## src/rtl/spi_pkt_decoder.sv

```systemverilog
// spi_pkt_decoder: decodes SPI messages into register-file writes (streamed write or fill).
// Define SPI_PKT_CHECKSUM_EN to require a trailing XOR checksum byte per message.
module spi_pkt_decoder #(
    parameter logic [7:0] OP_WRITE = 8'h01,
    parameter logic [7:0] OP_FILL  = 8'h02
) (
    input  logic       clk,
    input  logic       rst,
    input  logic [7:0] rx_data,
    input  logic       rx_valid,
    input  logic       rx_end,
    output logic       wr_en,
    output logic [7:0] wr_addr,
    output logic [7:0] wr_data,
    output logic       busy,
    output logic       pkt_ok,
    output logic       pkt_err
);
    typedef enum logic [2:0] {S_IDLE, S_ADDR, S_DATA, S_CNT, S_VAL, S_FILL, S_DROP} state_t;
    state_t     r_state;
    logic [7:0] r_ptr, r_val;
    logic [8:0] r_cnt;
    logic       r_fill, r_err, r_hdr, r_end;
    logic       w_op_ok, w_fill_err, w_ck_bad, w_hdr, w_done, w_bad;
`ifdef SPI_PKT_CHECKSUM_EN
    logic [7:0] r_x, w_x;
    logic       r_ck;
    assign w_x        = r_x ^ (rx_valid ? rx_data : 8'h00);
    assign w_ck_bad   = |w_x;
    // the first byte arriving during a fill is that message's checksum, not an error
    assign w_fill_err = rx_valid & r_ck;
`else
    assign w_ck_bad   = 1'b0;
    assign w_fill_err = rx_valid;
`endif
    assign w_op_ok = (rx_data == OP_WRITE) || (rx_data == OP_FILL);
    assign w_hdr   = (r_state != S_IDLE) && (r_hdr || (r_state == S_ADDR && rx_valid && !r_fill));
    assign w_bad   = r_err || (r_state == S_FILL && w_fill_err) || !w_hdr || w_ck_bad;
    // a fill defers end-of-message until its last write has been presented
    assign w_done  = r_state == S_FILL ? (r_cnt == 9'd0 && (r_end || rx_end))
                   : r_state == S_VAL  ? (rx_end && !rx_valid)
                   : r_state == S_IDLE ? (rx_end && rx_valid)
                   : rx_end;

    always_ff @(posedge clk or posedge rst) begin
        if (rst) begin
            r_state <= S_IDLE;
            r_ptr   <= 8'h00;
            r_val   <= 8'h00;
            r_cnt   <= 9'd0;
            r_fill  <= 1'b0;
            r_err   <= 1'b0;
            r_hdr   <= 1'b0;
            r_end   <= 1'b0;
            wr_en   <= 1'b0;
            wr_addr <= 8'h00;
            wr_data <= 8'h00;
            busy    <= 1'b0;
            pkt_ok  <= 1'b0;
            pkt_err <= 1'b0;
`ifdef SPI_PKT_CHECKSUM_EN
            r_x     <= 8'h00;
            r_ck    <= 1'b0;
`endif
        end else begin
            wr_en   <= 1'b0;
            pkt_ok  <= 1'b0;
            pkt_err <= 1'b0;
`ifdef SPI_PKT_CHECKSUM_EN
            if (rx_valid) r_x <= (r_state == S_IDLE) ? rx_data : w_x;
            if (rx_valid) r_ck <= (r_state == S_FILL) ? 1'b1 : (r_state == S_IDLE) ? 1'b0 : r_ck;
`endif
            case (r_state)
                S_IDLE: if (rx_valid) begin
                    r_fill  <= rx_data != OP_WRITE;
                    r_err   <= !w_op_ok;
                    r_hdr   <= 1'b0;
                    r_end   <= 1'b0;
                    r_state <= w_op_ok ? S_ADDR : S_DROP;
                end
                S_ADDR: if (rx_valid) begin
                    r_ptr   <= rx_data;
                    r_hdr   <= !r_fill;
                    r_state <= r_fill ? S_CNT : S_DATA;
                end
                S_DATA: if (rx_valid) begin
                    wr_en   <= 1'b1;
                    wr_addr <= r_ptr;
                    wr_data <= rx_data;
                    r_ptr   <= r_ptr + 8'd1;
                end
                S_CNT: if (rx_valid) begin
                    r_cnt   <= {rx_data == 8'h00, rx_data};
                    r_state <= S_VAL;
                end
                S_VAL: if (rx_valid) begin
                    r_val   <= rx_data;
                    r_hdr   <= 1'b1;
                    r_end   <= rx_end;
                    r_state <= S_FILL;
                end
                S_FILL: begin
                    if (rx_end) r_end <= 1'b1;
                    if (w_fill_err) r_err <= 1'b1;
                    if (r_cnt != 9'd0) begin
                        wr_en   <= 1'b1;
                        busy    <= 1'b1;
                        wr_addr <= r_ptr;
                        wr_data <= r_val;
                        r_ptr   <= r_ptr + 8'd1;
                        r_cnt   <= r_cnt - 9'd1;
                    end else begin
                        busy    <= 1'b0;
                        r_state <= S_DROP;
                    end
                end
                S_DROP: ;
                default: r_state <= S_IDLE;
            endcase
            if (w_done) begin
                pkt_ok  <= !w_bad;
                pkt_err <= w_bad;
                r_state <= S_IDLE;
            end
        end
    end
endmodule

```

## config.mk

```make
export PLATFORM = sky130hd
export DESIGN_NAME = spi_pkt_decoder
export DESIGN_NICKNAME = d
export VERILOG_FILES = /design/src/rtl/spi_pkt_decoder.sv
export SDC_FILE = /design/constraint.sdc
export NUM_CORES = 1
export LEC_CHECK = 0
export CAP_MARGIN = 15
export CORE_UTILIZATION = 65
export CTS_CLUSTER_DIAMETER = 100
export CTS_CLUSTER_SIZE = 8
export DETAILED_ROUTE_END_ITERATION = 10
export DONT_BUFFER_PORTS = 1
export GPL_TIMING_DRIVEN = 0
export PLACE_DENSITY = 0.81
export REMOVE_ABC_BUFFERS = 1
export SLEW_MARGIN = 20
export SYNTH_ARGS = -nofsm -noshare
export SYNTH_HDL_FRONTEND = slang
export SYNTH_SLANG_ARGS = --single-unit
export TNS_END_PERCENT = 20
```

## constraint.sdc

```tcl
create_clock -name clk -period 3 [get_ports clk]
set_input_delay 0.6 -clock clk [delete_from_list [all_inputs] [get_ports clk]]
set_output_delay 0.6 -clock clk [all_outputs]
set_load 0.005 [all_outputs]
```

==> results.toml <==
[place]
place_hpwl_um = 4210
gp_congestion = 0.823
place_inst = 318
io_buffers = 0

[grt]
grt_pass1_vias = 2156
met2_usage = 0.485
antenna_found_initial = 0
grt_usage = 0.311
grt_use_met1 = 0.421
grt_max_degree = 32
grt_util_met3 = 0.0777
top_usage_layer = "met2"
grt_pass1_wl_um = 10500
grt-ovfl-total = 0

[pwr]
power.total_uw = 3020
ir_drop_mv = 0.479
powerDensity_mw_per_mm2 = 1040
p_leak_uw = 0.00114

[clock_tree]
tritoncts = "built"
cts_buffers = 5
cts.hold.buffers_added = 0
cts_buffer_depth = 2
htree_levels = 2
clock-sinks = 52
cts-root-buf = "clkbuf_8"
path_clk_slew_ps = 90
insertion_delay_ps = 310
post-cts-setup-buffers = 0

[timing]
rsz0062_at_grt = "no"
skew_ps = 10.9
maxSlewHeadroom = 0.489
slew_viol_final = 0
finalSetupViolations = 0
finalHoldViolations = 0
min_period_over_period = 0.876
worst_pin_slew_ps = 762
period_needed_ps = 2630
fmax_mhz = 380

[floorplanning]
io_pins = 32
fp.dieArea_mm2 = 0.00458
start_util = 0.691
core-area_mm2 = 0.00406
rows = 23
die_x_um = 67.7
fp.dieH_um = 67.7

[final_layout]
layoutNonFillerInstCount = 327
area_growth_pct = 3.97
antenna_cells = 0
final_nets = 290
fill_cells = 309
final_common_cell = "dfrtp_1"
drive_gt1_frac = 0.141
mostFrequentLayoutCells = "51 x dfrtp_1, 29 x nand2_1, 18 x nor2_1, 16 x nor3_1, 16 x mux2_2"

[job]
maxCapViolations = 0

[setup_path]
rr_worst_depth = 4
end_kind = "register"
cp-start-kind = "register"
crit_type = "reg -> reg"
crit_fanout = 21
worstPathRequired_ps = 3200
cp_data_arrival_time_ps = 2830

[logic_synthesis]
synth-simple-area-share = 0.197
synth_fa_ha_area_frac = 0.00893
synthMuxAreaShare = 0.0679
synth_top_family_by_area = "compound AO/OA/AOI/OAI gates"
ys.flop_type = "dfrtp_1"
yosys_warnings = 0
synth.distinct_cells = 61
synth_xor_area_frac = 0.00625
ys_seq_area_frac = 0.464
synth-edff-count = 0
synth_compound_area_frac = 0.221
synth.cell_area_mm2 = 0.00280
async_flop_share = 1.00
ys_ff_latch = 52
avgSynthCellArea_um2 = 9.90
netlist_instances = 283

[routing]
ant_nets = 0
via_per_inst = 6.95
num_vias = 2274
wl_um = 6280
drtPass1Iterations = 4
drt_iter0_drc = 237
routedWlPerCell_um = 19.2
drc = 0

[worst_hold_path]
hp-class = "in -> async"

[run_status]
status = "finished clean"
sequential cells by signal, summed over array words and instances, names as in the netlist:
register	count
busy	1
pkt_err	1
pkt_ok	1
r_cnt	9
r_end	1
r_err	1
r_fill	1
r_hdr	1
r_ptr	8
r_state	3
r_val	8
wr_addr	8
wr_data	8
wr_en	1
logic make-up (layout without fill, tap and decap cells):
logic type	after synthesis	count (layout)
and+or+nand+nor	103	104
AOI/OAI and AO/OA	84	84
adders and majority gates	2	2
xor gates and xnor gates	2	2
muxes	17	17
buffers and inverters	23	16
DFF	52	52
path summary, 6_finish.rpt:
kind | from | endpoint | slack [ps]
worst max register to register | r_state[2] | wr_addr[7] | 370
worst max-delay path | r_state[2] | wr_addr[7] | 370
min in group clk | rx_data[0] | r_fill | 390
worst min register to register | busy | busy | 520
worst min-delay path | rst | busy | 220
max in group asynchronous | rst | r_ptr[7] | 2250
metal layers:
metal	routed length, um	up-vias
met3	450	7
li1	-	1053
met2	3060	96
met4	63	0
met1	2710	1118
met5	0	-
synth_stat cells, types with 2 or more instances:
cell type	n	share of area
nand2b_1	3	0.0067
o22ai_1	4	0.0089
buf_2	4	0.0071
o2bb2ai_1	5	0.016
dfrtp_1	52	0.46
a21oi_1	12	0.021
a22oi_1	5	0.013
ha_1	2	0.0089
inv_1	7	0.0094
nor2_1	18	0.024
o211a_1	2	0.0071
and2_1	2	0.0045
nor2b_1	5	0.011
nand2_1	29	0.039
o2bb2a_1	4	0.014
a31oi_1	6	0.013
nand4_1	2	0.0045
nor3_1	16	0.029
nand3_1	3	0.0054
o221ai_1	5	0.016
a41oi_1	7	0.022
nor3b_1	5	0.013
a2bb2oi_1	2	0.0063
nand3b_1	2	0.0054
a211oi_1	3	0.0080
or4_1	2	0.0054
o211ai_1	3	0.0080
o21ai_0	10	0.018
o21bai_1	2	0.0054
and3b_1	2	0.0063
nor4_1	2	0.0045
o22a_1	3	0.0094
or2_2	2	0.0045
clkbuf_1	10	0.013
mux2_2	16	0.064
cell type report:
type,instances,area [um^2],share of cell area
Multi-Input combinational cell,209,1420,0.486
Clock buffer,6,72.6,0.0249
Inverter,7,26.3,0.00902
Tap cell,50,62.6,0.0215
Sequential cell,52,1300,0.447
Timing Repair Buffer,1,20.0,0.00687
Clock inverter,2,13.8,0.00472
where the power goes:
| group | internal (uW) | switching (uW) | total (uW) |
|---|---|---|---|
| Sequential | 1010 | 371 | 1380 |
| Clock | 167 | 228 | 395 |
| Combinational | 581 | 665 | 1250 |
| Total | 1760 | 1260 | 3020 |
repair_timing:
item | CTS | global route
cloned | 1 | 0
gates resized for setup | 1 | 1
endpoints found under the setup margin | 25 | 21
pin swaps | 1 | 0
critical path: stages, from the launching register on:
cell,delay [ps]
dfrtp_1,740
nand3b_1,570
a21oi_2,640
nor2_2,230
mux2_2,340
stage by stage:
stage | setup slack (ps) | TNS (ps) | cell area, um^2 | hold WS, ps | utilization
after global routing | 195 | 0 | 2910 | 257 | 0.718
after global placement | -553 | -8930 | 2800 | 488 | 0.689
after detailed placement | -597 | -9670 | 2820 | 494 | 0.694
final | 372 | 0 | 2910 | 219 | 0.718
after CTS | 141 | 0 | 2910 | 237 | 0.718
after floorplan | 407 | 0 | 2730 | 471 | -
Power figures use the tool's default switching activity.
